===== src/rtl/lut_interp_activation_pipe.sv =====
// rtl/lut_interp_activation_pipe.sv - banked LUT activation with linear interpolation, 3-stage stallable pipeline
module lut_interp_activation_pipe #(
    parameter int DATA_W = 8,
    parameter int ADDR_W = 4,
    parameter int BANKS  = 2,
    localparam int BSEL_W = (BANKS > 1) ? $clog2(BANKS) : 1
) (
    input  logic                     clk,
    input  logic                     rst,
    input  logic                     in_valid,
    output logic                     in_ready,
    input  logic signed [DATA_W-1:0] z_value,
    input  logic [BSEL_W-1:0]        in_bank,
    output logic                     out_valid,
    input  logic                     out_ready,
    output logic signed [DATA_W-1:0] a,
    input  logic                     cfg_we,
    input  logic [BSEL_W-1:0]        cfg_bank,
    input  logic [ADDR_W-1:0]        cfg_addr,
    input  logic signed [DATA_W-1:0] cfg_data
);

    localparam int FRAC_W = DATA_W - ADDR_W;
    localparam int DEPTH  = 1 << ADDR_W;
    localparam int PROD_W = DATA_W + FRAC_W + 2;
    localparam logic [BSEL_W:0] BANKS_LIM = (BSEL_W + 1)'(BANKS);
    localparam logic signed [PROD_W-1:0] SAT_MAX = PROD_W'((1 << (DATA_W - 1)) - 1);
    localparam logic signed [PROD_W-1:0] SAT_MIN = PROD_W'(-(1 << (DATA_W - 1)));

    logic signed [DATA_W-1:0] lut [BANKS][DEPTH];

    logic [ADDR_W-1:0]        rd_addr;
    logic [FRAC_W-1:0]        rd_rem;
    logic                     in_bank_ok;
    logic                     cfg_bank_ok;
    logic signed [DATA_W-1:0] rd_base;
    logic signed [DATA_W-1:0] rd_next;

    logic                     stall;
    logic                     accept;

    logic                     s1_valid;
    logic signed [DATA_W-1:0] s1_base;
    logic signed [DATA_W-1:0] s1_next;
    logic [FRAC_W-1:0]        s1_rem;
    logic                     s2_valid;
    logic signed [DATA_W-1:0] s2_base;
    logic signed [PROD_W-1:0] s2_prod;

    logic signed [DATA_W:0]   delta;
    logic signed [PROD_W-1:0] prod;
    logic signed [PROD_W-1:0] shifted;
    logic signed [PROD_W-1:0] sum;
    logic signed [DATA_W-1:0] sat;

    assign rd_addr     = z_value[DATA_W-1:FRAC_W];
    assign rd_rem      = z_value[FRAC_W-1:0];
    assign in_bank_ok  = ({1'b0, in_bank} < BANKS_LIM);
    assign cfg_bank_ok = ({1'b0, cfg_bank} < BANKS_LIM);

    assign stall    = out_valid & ~out_ready;
    assign in_ready = ~stall;
    assign accept   = in_valid & in_ready;

    // Top entry interpolates against itself instead of wrapping to entry 0.
    always_comb begin
        rd_base = '0;
        rd_next = '0;
        if (in_bank_ok) begin
            rd_base = lut[in_bank][rd_addr];
            rd_next = (rd_addr == {ADDR_W{1'b1}}) ? rd_base : lut[in_bank][rd_addr + 1'b1];
        end
    end

    always_comb begin
        delta   = {s1_next[DATA_W-1], s1_next} - {s1_base[DATA_W-1], s1_base};
        prod    = PROD_W'(delta) * $signed(PROD_W'({1'b0, s1_rem}));
        shifted = s2_prod >>> FRAC_W;
        sum     = shifted + PROD_W'(s2_base);
        sat     = sum[DATA_W-1:0];
        if (sum > SAT_MAX) begin
            sat = {1'b0, {(DATA_W - 1){1'b1}}};
        end else if (sum < SAT_MIN) begin
            sat = {1'b1, {(DATA_W - 1){1'b0}}};
        end
    end

    // Table writes land at the edge, so a read in the same cycle sees the old entry.
    always_ff @(posedge clk or posedge rst) begin
        if (rst) begin
            for (int b = 0; b < BANKS; b++) begin
                for (int i = 0; i < DEPTH; i++) begin
                    lut[b][i] <= '0;
                end
            end
        end else if (cfg_we && cfg_bank_ok) begin
            lut[cfg_bank][cfg_addr] <= cfg_data;
        end
    end

    always_ff @(posedge clk or posedge rst) begin
        if (rst) begin
            s1_valid  <= 1'b0;
            s1_base   <= '0;
            s1_next   <= '0;
            s1_rem    <= '0;
            s2_valid  <= 1'b0;
            s2_base   <= '0;
            s2_prod   <= '0;
            out_valid <= 1'b0;
            a         <= '0;
        end else if (!stall) begin
            s1_valid <= accept;
            if (accept) begin
                s1_base <= rd_base;
                s1_next <= rd_next;
                s1_rem  <= rd_rem;
            end
            s2_valid <= s1_valid;
            if (s1_valid) begin
                s2_base <= s1_base;
                s2_prod <= prod;
            end
            out_valid <= s2_valid;
            if (s2_valid) begin
                a <= sat;
            end
        end
    end

endmodule


===== config.mk =====
export PLATFORM = sky130hd
export DESIGN_NAME = lut_interp_activation_pipe
export DESIGN_NICKNAME = d
export VERILOG_FILES = /design/src/rtl/lut_interp_activation_pipe.sv
export SDC_FILE = /design/constraint.sdc
export NUM_CORES = 1
export LEC_CHECK = 0
export CAP_MARGIN = 5
export CORE_MARGIN = 8
export CORE_UTILIZATION = 65
export CTS_CLUSTER_SIZE = 8
export DETAILED_ROUTE_END_ITERATION = 6
export PLACE_DENSITY = 0.86
export SYNTH_ARGS = -nofsm -noshare
export SYNTH_HDL_FRONTEND = slang
export SYNTH_SLANG_ARGS = --single-unit

===== constraint.sdc =====
create_clock -name clk -period 21 [get_ports clk]
set_input_delay 4.2 -clock clk [delete_from_list [all_inputs] [get_ports clk]]
set_output_delay 4.2 -clock clk [all_outputs]
set_load 0.02 [all_outputs]

; Yosys cells after proc, flatten, opt, wreduce, memory -nomap -nowiden
; Index checks and enable logic that the tools add are counted.
[totals]
elab_cells = 86
out_inout_bits = 10
reg_bits = 309
in_bits = 27
[op_classes]
mul = 1
order_cmp = 9
bitwise_logic = 9
add_sub_neg = 3
n_reduce_logical = 5
mux = 17
n_eq_ne = 1
[ops]
columns = cell, n
row1 = 2-to-1 mux 128 bit, 4
row2 = bitwise mux 256 bit, 1
row3 = demux 128 bit (select 1 bit), 1
row4 = binary-select mux 8 bit (select 4 bit), 2
row5 = 2-to-1 mux 8 bit, 8
row6 = demux 8 bit (select 4 bit), 1
row7 = >= comparator 5 bit (second input constant), 3
row8 = NOT 4 -> 5 bit, 3
row9 = multiplier 9 x 5 -> 14 bit, 1
row10 = adder 10 x 8 -> 11 bit, 1
row11 = > comparator 11 x 8 -> 1 bit (second input constant), 1
row12 = < comparator 11 x 8 -> 1 bit (second input constant), 1
row13 = subtractor 8 x 8 -> 9 bit, 1
row14 = AND reduction 2 bit, 3
row15 = < comparator 5 x 1 -> 1 bit (second input constant), 1
row16 = adder 4 x 1 -> 4 bit (second input constant), 1
row17 = equality test 4 bit (second input constant), 1
row18 = >= comparator 2 bit (second input constant), 2
row19 = NOT 1 -> 2 bit, 2
row20 = bitwise AND 1 bit, 2
row21 = logical AND 1 bit, 2
row22 = < comparator 2 x 1 -> 1 bit (second input constant), 1
row23 = NOT 1 bit, 2

; Depth between registers and ports, before layout
[logic_depth]
word_depth = 8
depth_mapped = 25
depth_no_buf = 25

; Worst setup path before layout
; Ideal clock, no wire load.
[synth_path]
path_kind = input to output
start = input out_ready
end = output in_ready
required_ns = 16.800
n_path_buf = 1
arrival_time_ns = 4.608
setup_slack_ns = 12.192
path_stages = 2
cell_sequence = nand2b_1 > clkbuf_1
[synth_between]
elab_chain_cells = 3
[synth_rtl]
columns = item, line_no
row1 = from (decl), 15  ; input logic out_ready,
row2 = NOT 1 bit, 61  ; assign stall = out_valid & ~out_ready;
row3 = bitwise AND 1 bit, 61
row4 = NOT 1 bit (no source line), --
row5 = to (decl), 11  ; output logic in_ready,
; No other way between the ends.

; Worst setup path in the final report
; Ends and elaborated chain as after synthesis.

==> run_results.csv <==
group,metric,value,unit
synth,synth_seq_cells,305,
clocking,clock_latency,0.56,ns
clocking,cts_root_buf,"clkbuf_16",
clocking,clk_path_buf_depth,3,
pwr,p_leak,8.48,nW
timing,timing.fmax,0.103,GHz
routing,met2WireLength,21900,µm
die,die_w,182,µm
routing,drt.antenna.violating_nets,0,
synth,synth_cell_types,61,
global_routing,grt_pass1_vias,12400,
die,fp-row-count,60,
routing,dr.max_layer_used,"met4",
routing,wl,43300,µm
timing,fin_worst_skew,0.0273,ns
placement,hpwl,27700,µm
final_layout,finalNetCount,1438,
synth,yosysTopAreaCellShare,42.6,%
final_layout,fillers,1688,
routing,wl_per_cell,25.6,µm
critical_path,crit_arrival,5.55,ns
global_routing,grt_max_degree,138,
clocking,cts_tree,"yes",
global_routing,overflow,0,
synth,ys_seq_area_share,42.6,%
timing,finalSetupTns,0,ns
pwr,powerDensity,144,mW/mm²
die,dieArea,0.0331,mm²
die,io_pins,37,
die,coreArea,0.0270,mm²
global_routing,grt_usage,26.6,%
synth,synth_edf_count,0,
global_routing,antenna_found_initial,0,
clocking,numCtsBuffers,44,
critical_path,cp-end-kind,"output pin",
timing,max_slew_margin,13.6,%
synth,ys_warn_count,0,
routing,drtIter0Drc,940,
routing,wl_met1,16600,µm
routing,dr_wl_met3,2880,µm
clocking,ctsHtreeMaxLevel,2,
critical_path,worst_setup_path_start_kind,"input pin",
timing,fin_crit_sh,46.4,%
final_layout,final_common_cell,"dfrtp_1",
critical_path,critPathKind,"input pin to output pin",
job,maxCapViolCount,0,
synth,synthArstFlopShare,100,%
synth,ys.flop_type,"dfrtp_1",
clocking,cts-hold-fix-buffers,0,
routing,drtPass1Iterations,5,
critical_path,worstPathMaxFanout,8,
clocking,clk_pin_slew,0.05,ns
synth,synth_area_leaders,"dfrtp_1 43%, mux2_2 18%, mux4_2 16%",
final_layout,n_antenna_cell,0,
clocking,cts.sinks,305,
final_layout,syn2layout_area_growth,8.99,%
final_layout,final_layout_size_suffix_gt1_share,36.5,%
synth,mappedNetlistArea,0.0179,mm²
clocking,postCtsSetupRepairBufs,0,
min_path,hp-class,"register to register",
routing,vias,11700,
die,start_util,66.3,%
clocking,post_cts_resized,0,
timing,whs,0.467,ns
placement,io_buffers,36,
placement,gp_congestion,0.907,
final_layout,most-common-layout-cells,"305 x dfrtp_1, 281 x mux2_2, 126 x mux4_2, 60 x nand2_1, 52 x inv_1",
final_layout,multi_input_area,0.00963,mm²
timing,worst_pin_slew,1.29,ns
timing,rsz0062_at_grt,"false",
routing,vias_per_cell,6.91,
synth,synth_area_leader_cell,"dfrtp_1",
synth,synth_cells,1350,
timing,finalHoldViolations,0,
timing,drv_slew,0,
pwr,ir_drop,0.137,mV
timing,setup_viol_count_final,0,
global_routing,grt_pass1_wl,69000,µm
routing,drcViolationCount,0,
timing,min_period,9.75,ns
outcome,outcome,"complete, no violations",
die,fp.dieH,182,µm
synth,avgSynthCellArea,13.3,µm²
final_layout,seqCellArea,0.00763,mm²
critical_path,required,16.80,ns
synth,syn-num-nets,1440,
## worst paths after layout
check,startpoint,endpoint,slack [ns],cells past startpoint
max,out_ready,in_ready,11.25,3
min,s2_valid$_DFFE_PP0N_,out_valid$_DFFE_PP0N_,0.47,2
max reg2reg,s1_base[1]$_DFFE_PP0P_,s2_prod[13]$_DFFE_PP0P_,15.76,22
min reg2reg,s2_valid$_DFFE_PP0N_,out_valid$_DFFE_PP0N_,0.47,2
max in group asynchronous,rst,lut[247]$_DFFE_PP0P_,15.03,3
min in group asynchronous,rst,a[1]$_DFFE_PP0P_,4.29,2
## cell type report
class                           count  share of cell area (%)
Clock buffer                       46                    5.68
Tap cell                          341                    2.18
Timing Repair Buffer               49                    2.33
Inverter                           53                    1.06
Clock inverter                      4                   0.391
Sequential cell                   305                    39.1
Multi-Input combinational cell    895                    49.3
## metrics by stage
stage	utilization (%)	worst slack (ns)	cells	area [µm²]	power, mW
4_1_cts	72.3	11.24	1693	19500	2.82
2_1_floorplan	-	8.37	1350	17900	1.87
6_report	72.3	11.25	1693	19500	2.82
3_3_place_gp	67.9	11.27	1643	18300	2.12
5_1_grt	72.3	11.19	1693	19500	3.02
3_5_place_dp	67.9	11.24	1643	18300	2.19
## flip-flops by register name (all words and copies together) (netlist names)
| name | flops |
|---|---|
| s1_valid | 1 |
| s2_prod | 10 |
| s2_valid | 1 |
| a | 8 |
| lut | 256 |
| out_valid | 1 |
| s1_base | 8 |
| s1_rem | 4 |
| s1_next | 8 |
| s2_base | 8 |
## kinds of logic (layout without fill, tap and decap cells)
kind of cell / after synthesis / in the layout / synth area share [%]
buffers and inverters: 150 / 152 / 3.74
multiplexers: 428 / 428 / 34.7
AO/OA/AOI/OAI: 167 / 167 / 6.29
AND/OR/NAND/NOR: 212 / 212 / 6.26
adder cells (fa/ha/maj): 63 / 63 / 5.24
flip-flops: 305 / 305 / 42.6
XOR/XNOR: 25 / 25 / 1.22
## per-layer routing
| metal | GRT usage (%) | up-vias |
|---|---|---|
| li1 | - | 4989 |
| met3 | 4.21 | 132 |
| met5 | 0 | - |
| met2 | 46.3 | 467 |
| met4 | 11.8 | 0 |
| met1 | 32.6 | 6109 |
## Yosys cell counts (3+ instances only)
master	n
dfrtp_1	305
mux2_2	281
mux4_2	126
nand2_1	60
clkbuf_1	56
inv_1	53
ha_1	43
nor2b_1	42
o21ai_0	38
a211oi_1	36
nor2_1	36
a21oi_1	25
and2_1	25
buf_2	25
mux2i_1	21
fa_1	20
xor2_1	13
xnor2_1	12
o211ai_1	10
nand3_1	9
a22oi_1	8
nand2b_1	8
buf_4	7
o21a_1	7
o21ai_1	7
o221a_2	7
buf_6	5
a21o_1	4
nor3_1	4
a211o_1	3
a21boi_0	3
a221oi_1	3
a31oi_1	3
buf_1	3
nand4_1	3
nor3_2	3
o221ai_1	3
or3_1	3
or4_1	3
## power by group
part           switching, mW  total (mW)  internal [mW]  leakage (nW)
clock                  0.252       0.624          0.372         0.572
sequential             0.102       0.831          0.729          3.88
combinational          0.720        1.36          0.641          4.03
## worst max-delay path, cell delays in order
cell and delay, ns:
clkdlybuf4s50_1 0.44, nand2b_1 0.24, clkdlybuf4s50_1 0.66
(Power assumes the default switching activity.)
